[src/rtl/fetch_pkg.sv]
// Shared types and constants for the instruction fetch stage.
// Defines the fetch queue entry layout, the reset PC and the sequential PC step.
// Imported by the fetch unit, its queue and the front-end interface users.
package fetch_pkg;

  localparam int          FETCH_DATA_WIDTH = 32;
  localparam logic [31:0] FETCH_RESET_PC   = 32'h0000_0000;
  localparam logic [31:0] PC_STEP          = 32'd4;

  typedef struct packed {
    logic [31:0]                 pc;
    logic [FETCH_DATA_WIDTH-1:0] inst;
  } fetch_entry_t;

  // Instructions are word aligned; the low two bits of any target are dropped.
  function automatic logic [31:0] align_pc(input logic [31:0] pc);
    return {pc[31:2], 2'b00};
  endfunction

endpackage

[src/rtl/fetch_if.sv]
// Front-end bundle: iCache request/response, redirect input and decode-side head handshake.
// Purely wires; no latency of its own.
// Decode backpressure is ready_i; the iCache side has no backpressure (fixed 1-cycle reply).
interface fetch_if #(
  parameter int ADDR_WIDTH = 9,
  parameter int DATA_WIDTH = 32
);
  logic                  icache_req_o;
  logic [ADDR_WIDTH-1:0] icache_addr_o;
  logic [DATA_WIDTH-1:0] icache_rdata_i;
  logic                  redirect_i;
  logic [31:0]           redirect_pc_i;
  logic                  valid_o;
  logic                  ready_i;
  logic [31:0]           pc_o;
  logic [DATA_WIDTH-1:0] inst_o;

  // The fetch unit drives the request and the queue head.
  modport master (
    output icache_req_o, icache_addr_o, valid_o, pc_o, inst_o,
    input  icache_rdata_i, redirect_i, redirect_pc_i, ready_i
  );

  // The surroundings (iCache, decode, branch unit) drive everything else.
  modport slave (
    input  icache_req_o, icache_addr_o, valid_o, pc_o, inst_o,
    output icache_rdata_i, redirect_i, redirect_pc_i, ready_i
  );
endinterface

[src/rtl/fetch_queue.sv]
// Synchronous FIFO of fetch entries with single-cycle flush.
// Latency: a push is visible at the head the cycle after it is written.
// Backpressure: none internally; the caller guarantees no push when full and no pop when empty.
module fetch_queue
  import fetch_pkg::*;
#(
  parameter type entry_t = fetch_entry_t,
  parameter int  DEPTH   = 4
) (
  input  logic                       clk,
  input  logic                       reset_n,
  input  logic                       flush,
  input  logic                       push,
  input  entry_t                     push_data,
  input  logic                       pop,
  output entry_t                     head,
  output logic [$clog2(DEPTH+1)-1:0] count
);
  localparam int PW = $clog2(DEPTH);
  localparam int CW = $clog2(DEPTH+1);

  entry_t        mem [DEPTH];
  logic [PW-1:0] rd_ptr;
  logic [PW-1:0] wr_ptr;

  // Storage write; contents need no reset since count gates visibility.
  always_ff @(posedge clk) begin
    if (push && !flush) begin
      mem[wr_ptr] <= push_data;
    end
  end

  // Pointer and occupancy tracking; flush empties the queue in one cycle.
  always_ff @(posedge clk or negedge reset_n) begin
    if (!reset_n) begin
      rd_ptr <= '0;
      wr_ptr <= '0;
      count  <= '0;
    end else if (flush) begin
      rd_ptr <= '0;
      wr_ptr <= '0;
      count  <= '0;
    end else begin
      if (push) wr_ptr <= wr_ptr + PW'(1);
      if (pop)  rd_ptr <= rd_ptr + PW'(1);
      case ({push, pop})
        2'b10:   count <= count + CW'(1);
        2'b01:   count <= count - CW'(1);
        default: count <= count;
      endcase
    end
  end

  assign head = mem[rd_ptr];

endmodule

[src/rtl/fetch_unit.sv]
// Instruction fetch stage: PC sequencer, 1-cycle iCache port, fetch queue. Optional macro: FETCH_PERF_EN.
// Latency: request in cycle 0, queue push cycle 1, head valid cycle 2 (3 cycles after a redirect).
// Backpressure: a request issues only while queue count plus the in-flight reply fits, so replies are never dropped.
module fetch_unit
  import fetch_pkg::*;
#(
  parameter int          ADDR_WIDTH = 9,
  parameter int          DATA_WIDTH = 32,
  parameter logic [31:0] RESET_PC   = FETCH_RESET_PC,
  parameter int          FQ_DEPTH   = 4
) (
  input  logic        clk,
  input  logic        reset_n,
  fetch_if.master     bus
`ifdef FETCH_PERF_EN
  ,
  output logic [31:0] perf_fetched_o,
  output logic [31:0] perf_stall_o,
  output logic [31:0] perf_flush_o
`endif
);
  localparam int             CW        = $clog2(FQ_DEPTH+1);
  localparam logic [CW:0]    OCC_LIMIT = FQ_DEPTH[CW:0];

  typedef struct packed {
    logic [31:0]           pc;
    logic [DATA_WIDTH-1:0] inst;
  } entry_t;

  logic [31:0]   pc_req;
  logic          inflight;
  logic [31:0]   inflight_pc;
  logic [CW-1:0] q_count;
  logic [CW:0]   occupancy;
  logic          issue;
  logic          push;
  logic          pop;
  entry_t        push_data;
  entry_t        head;

  // Credit check: the reply already in flight owns a queue slot before any new request.
  always_comb begin
    occupancy = {1'b0, q_count} + {{CW{1'b0}}, inflight};
    issue     = reset_n && !bus.redirect_i && (occupancy < OCC_LIMIT);
    push      = inflight && !bus.redirect_i;
    pop       = (q_count != '0) && bus.ready_i && !bus.redirect_i;
    push_data = '{pc: inflight_pc, inst: bus.icache_rdata_i};
  end

  // PC sequencing and in-flight tracking; a redirect overrides everything else this cycle.
  always_ff @(posedge clk or negedge reset_n) begin
    if (!reset_n) begin
      pc_req      <= RESET_PC;
      inflight    <= 1'b0;
      inflight_pc <= RESET_PC;
    end else if (bus.redirect_i) begin
      pc_req   <= align_pc(bus.redirect_pc_i);
      inflight <= 1'b0;
    end else begin
      inflight <= issue;
      if (issue) begin
        pc_req      <= pc_req + PC_STEP;
        inflight_pc <= pc_req;
      end
    end
  end

  fetch_queue #(
    .entry_t (entry_t),
    .DEPTH   (FQ_DEPTH)
  ) u_queue (
    .clk       (clk),
    .reset_n   (reset_n),
    .flush     (bus.redirect_i),
    .push      (push),
    .push_data (push_data),
    .pop       (pop),
    .head      (head),
    .count     (q_count)
  );

  assign bus.icache_req_o  = issue;
  assign bus.icache_addr_o = pc_req[ADDR_WIDTH+1:2];
  assign bus.valid_o       = (q_count != '0);
  assign bus.pc_o          = head.pc;
  assign bus.inst_o        = head.inst;

`ifdef FETCH_PERF_EN
  // Saturating event counters: delivered instructions, stalled head cycles, redirect cycles.
  always_ff @(posedge clk or negedge reset_n) begin
    if (!reset_n) begin
      perf_fetched_o <= '0;
      perf_stall_o   <= '0;
      perf_flush_o   <= '0;
    end else begin
      if (pop && (perf_fetched_o != 32'hFFFF_FFFF))
        perf_fetched_o <= perf_fetched_o + 32'd1;
      if (bus.valid_o && !bus.ready_i && (perf_stall_o != 32'hFFFF_FFFF))
        perf_stall_o <= perf_stall_o + 32'd1;
      if (bus.redirect_i && (perf_flush_o != 32'hFFFF_FFFF))
        perf_flush_o <= perf_flush_o + 32'd1;
    end
  end
`endif

endmodule

[src/flat_wrapper.sv]
// flat-port wrapper written by rule: the top's interface ports become plain ports
module fetch_unit_flat import fetch_pkg::*;
#(
  parameter int          ADDR_WIDTH = 9,
  parameter int          DATA_WIDTH = 32,
  parameter logic [31:0] RESET_PC   = FETCH_RESET_PC,
  parameter int          FQ_DEPTH   = 4
)
  (clk, reset_n, bus_icache_req_o, bus_icache_addr_o, bus_valid_o, bus_pc_o, bus_inst_o, bus_icache_rdata_i, bus_redirect_i, bus_redirect_pc_i, bus_ready_i);
  fetch_if #(.ADDR_WIDTH(ADDR_WIDTH), .DATA_WIDTH(DATA_WIDTH)) bus_i ();
  input  logic clk;
  input  logic reset_n;
  output wire logic [$bits(bus_i.icache_req_o)-1:0] bus_icache_req_o;
  output wire logic [$bits(bus_i.icache_addr_o)-1:0] bus_icache_addr_o;
  output wire logic [$bits(bus_i.valid_o)-1:0] bus_valid_o;
  output wire logic [$bits(bus_i.pc_o)-1:0] bus_pc_o;
  output wire logic [$bits(bus_i.inst_o)-1:0] bus_inst_o;
  input wire logic [$bits(bus_i.icache_rdata_i)-1:0] bus_icache_rdata_i;
  input wire logic [$bits(bus_i.redirect_i)-1:0] bus_redirect_i;
  input wire logic [$bits(bus_i.redirect_pc_i)-1:0] bus_redirect_pc_i;
  input wire logic [$bits(bus_i.ready_i)-1:0] bus_ready_i;
  assign bus_icache_req_o = bus_i.icache_req_o;
  assign bus_icache_addr_o = bus_i.icache_addr_o;
  assign bus_valid_o = bus_i.valid_o;
  assign bus_pc_o = bus_i.pc_o;
  assign bus_inst_o = bus_i.inst_o;
  assign bus_i.icache_rdata_i = bus_icache_rdata_i;
  assign bus_i.redirect_i = bus_redirect_i;
  assign bus_i.redirect_pc_i = bus_redirect_pc_i;
  assign bus_i.ready_i = bus_ready_i;
  fetch_unit #(.ADDR_WIDTH(ADDR_WIDTH), .DATA_WIDTH(DATA_WIDTH), .RESET_PC(RESET_PC), .FQ_DEPTH(FQ_DEPTH)) u_core (.clk(clk), .reset_n(reset_n), .bus(bus_i));
endmodule
[config.mk]
export PLATFORM = sky130hd
export DESIGN_NAME = fetch_unit_flat
export DESIGN_NICKNAME = d
export VERILOG_FILES = /design/src/rtl/fetch_pkg.sv /design/src/rtl/fetch_if.sv /design/src/rtl/fetch_queue.sv /design/src/rtl/fetch_unit.sv /design/src/flat_wrapper.sv
export SDC_FILE = /design/constraint.sdc
export NUM_CORES = 1
export LEC_CHECK = 0
export ABC_AREA = 1
export CAP_MARGIN = 0
export CORE_ASPECT_RATIO = 0.8
export CORE_MARGIN = 2
export CORE_UTILIZATION = 51
export CTS_CLUSTER_DIAMETER = 120
export CTS_CLUSTER_SIZE = 8
export DETAILED_ROUTE_END_ITERATION = 8
export PLACE_DENSITY = 0.76
export SYNTH_ARGS = -nofsm -noshare
export SYNTH_HDL_FRONTEND = slang
export SYNTH_SLANG_ARGS = --single-unit
[constraint.sdc]
create_clock -name clk -period 3.94 [get_ports clk]
set_clock_uncertainty 0.05 [all_clocks]
set_input_delay 0.788 -clock clk [delete_from_list [all_inputs] [get_ports clk]]
set_output_delay 0.788 -clock clk [all_outputs]
set_load 0.01 [all_outputs]
==> key figures <==
Status
  • Status: finished, final reports clean

Setup path
  • Crit-path max cell delay: roughly 0.58 ns
  • Crit-path max FO: 36
  • WS Path Type: flop to primary output
  • Crit-path cells: clkinv_2 > buf_4 > o21ai_0 > o22ai_1 > clkdlybuf4s50_1
  • CP endpoint: bus_inst_o[0]
  • Crit-path leading delay family: buffers and inverters
  • Buf+Inv Stages, Crit Path: 3
  • Crit start category: flop
  • Critical Path AT: 2.73 ns
  • Crit. End Element: primary output
  • Worst endpoint required time: 3.10 ns
  • Critical Path Stages: 5
  • FF-to-FF End: u_core.u_queue.count[2]
  • Slowest-stage cell, CP: clkdlybuf4s50_1
  • Crit path launch: u_core.u_queue.rd_ptr[0]
  • FF-to-FF Start: u_core.u_queue.count[2]
  • Worst R2R Path Depth: 9
  • Flop2flop setup slack: about 2.1 ns

Logic synthesis
  • Post-synth EDFFs: 248
  • Seq/Total Area, Yosys: between 70% and 80%
  • Post-synth cell types: 34
  • Post-Syn Area: approximately 13000 µm²
  • Post-synth ARST share: 21.5%
  • Synth warn: 0
  • Dominant synthesized flop cell: edfxtp_1
  • Avg Cell Area, Syn: approximately 12 µm²
  • Synth Instances: between 1000 and 1500
  • Synthesized flop and latch total: approximately 320

Pwr
  • Power density cells: between 600 and 700 nW/µm²
  • Leakage: roughly 5.8 nW
  • VDD IR max: 303 µV
  • Total power draw: about 9.8 mW

Finish
  • Filler cells: roughly 1900
  • Area grow syn2layout: 22.7%
  • Net count, final: about 1300
  • Final instance area: between 15000 and 20000 µm²
  • Layout cells sized above 1: around 7.5%
  • Area of the multi-input gates: 3240 µm²
  • Diode count: 0
  • Register area: roughly 9000 µm²
  • Final cell count without fillers: 1595

Route
  • Via density: 5.55
  • DRC: 0
  • Initial DRC Count: between 800 and 900
  • DR WL/cell: around 18 µm
  • DR pass1 iterations: 5
  • Via count: ~9000
  • Post-DRT Antenna Nets: 0
  • WL final: about 28 mm

Job
  • MaxCap Viol Count: 0

Timing
  • RSZ-0062 raised after global routing: false
  • Final setup violation count: 0
  • Hold Fails Final Rpt: 0
  • Max Fclk: roughly 280 MHz
  • Max Slew Vio Count: 0
  • Post-layout min period: ~3.6 ns
  • Worst Tran Pin Value: around 0.72 ns
  • Slew HR: 51.5%
  • Total negative slack: 0 ns
  • Period Utilization, post-route: between 90% and 100%

Place
  • Final HPWL DP: roughly 17 mm
  • PortBufs: approximately 140
  • Gp weighted congestion: slightly above 0.9
  • Placed cells: about 1500
  • Placed Area: 14600 µm²

Global routing
  • Pin count of the biggest net entering global routing: 75
  • First-pass GRT wire length: 44.9 mm
  • Vias in the first global route: between 8000 and 9000
  • Initial antenna violation count: 1
  • Total grt overflow: 0
  • GRT Resource Usage Total: around 22%

Floorplanning
  • Die Wd: between 150 and 200 µm
  • Die ar.: 26700 µm²
  • Die height: about 150 µm
  • Row count: between 50 and 60
  • Starting density of the core: around half
  • IO Pins: ~140
  • Core ar.: 25100 µm²

Clock tree
  • Postcts setup bufs: 0
  • Clock Sinks: 316
  • Hold_buf cts: 0
  • CTS root buf: clkbuf_16
  • CTS clock-pin slew for the worst setup and hold paths: about 0.05 ns
  • Max clock buf depth: 3
  • CTS tree: done
  • Clock Latency Late Sink: roughly 0.53 ns
  • # H-tree levels: 2
  • Cts bufs inserted: 45
  • Post-CTS sizing: 0

Min path
  • Hold WC Path Type: primary input to asynchronous set/reset pin
==> area by class of cell <==
class	instances	area share, %
clock buffer	61	7.72
clock inverter	2	0.244
inverter	70	1.66
multi-input combinational	666	20.4
sequential	316	57.5
tap	324	2.55
timing repair buffer	156	9.89
==> stage by stage <==
stage                     worst slack, ns  hold slack, ns  util [%]
after floorplan                    -0.314           0.426         -
after global placement              0.943           0.446      58.3
after detailed placement            0.920           0.456      58.3
after CTS                           0.352           0.339      63.3
after global routing                0.208           0.353      63.3
final                               0.371           0.323      63.3
==> worst min-delay path by stage <==
stage | from | to | depth (start not counted)
floorplan | u_core.inflight_pc[2] | u_core.u_queue.mem[0][34] | 0
global placement | u_core.inflight_pc[21] | u_core.u_queue.mem[2][53] | 0
detailed placement | u_core.inflight_pc[21] | u_core.u_queue.mem[3][53] | 0
CTS | reset_n | u_core.u_queue.wr_ptr[1] | 2
global route | reset_n | u_core.u_queue.wr_ptr[1] | 2
finish | reset_n | u_core.u_queue.wr_ptr[1] | 2
==> synthesized netlist by cell type, types with 3 or more instances <==
cell      count  share of area [%]
a21oi_1       4               0.15
buf_2        13               0.50
buf_4        14               0.81
buf_6         4               0.35
clkbuf_1     37                1.1
dfrtp_1      68                 13
edfxtp_1    248                 57
ha_1          5               0.48
inv_1        65                1.9
inv_2         4               0.12
nand2_1     140                4.1
nand3_1      53                2.0
nand4_1      14               0.68
nor2_1      178                5.2
nor2_2        4               0.19
nor2_4        6               0.52
o211ai_1      9               0.52
o21ai_0     169                6.5
o22ai_1      62                3.0
xor2_1        3               0.20
==> state kept, by name, indices dropped and copies added, names as in the netlist <==
name	cells
u_core.u_queue.mem	248
u_core.inflight_pc	30
u_core.u_queue.rd_ptr	2
u_core.u_queue.wr_ptr	2
u_core.pc_req	30
u_core.u_queue.count	3
u_core.inflight	1
==> power breakdown <==
| group | switching, mW | internal [mW] |
|---|---|---|
| registers | 0.315 | 4.03 |
| clock network | 1.29 | 2.19 |
| logic | 1.10 | 0.837 |
==> placed cells by master (no fill, tap or decap), drive strengths merged, types with 19 or more instances in the layout <==
master / n
dfrtp: 68
buf: 19
inv: 69
o21ai: 170
o22ai: 62
nor2: 188
clkbuf: 61
clkdlybuf4s50: 137
nand3: 56
nand2: 143
edfxtp: 248
==> metal layers <==
metal	vias up	global-route usage, %	wire (µm)
li1	4202	-	-
met1	4237	31.3	12700
met2	371	33.3	12900
met3	48	4.32	2290
met4	2	6.13	524
met5	-	0	9
==> cell families after synthesis <==
| group | after synthesis | share of synthesized area (%) |
|---|---|---|
| compound gates | 247 | 10.4 |
| xor+xnor | 5 | 0.338 |
| fa+ha+maj | 6 | 0.637 |
| buf+inv | 138 | 4.76 |
| flops | 316 | 70.5 |
| other cells | 1 | 0.0289 |
| simple gates | 406 | 13.4 |
(Power assumes the default switching activity.)
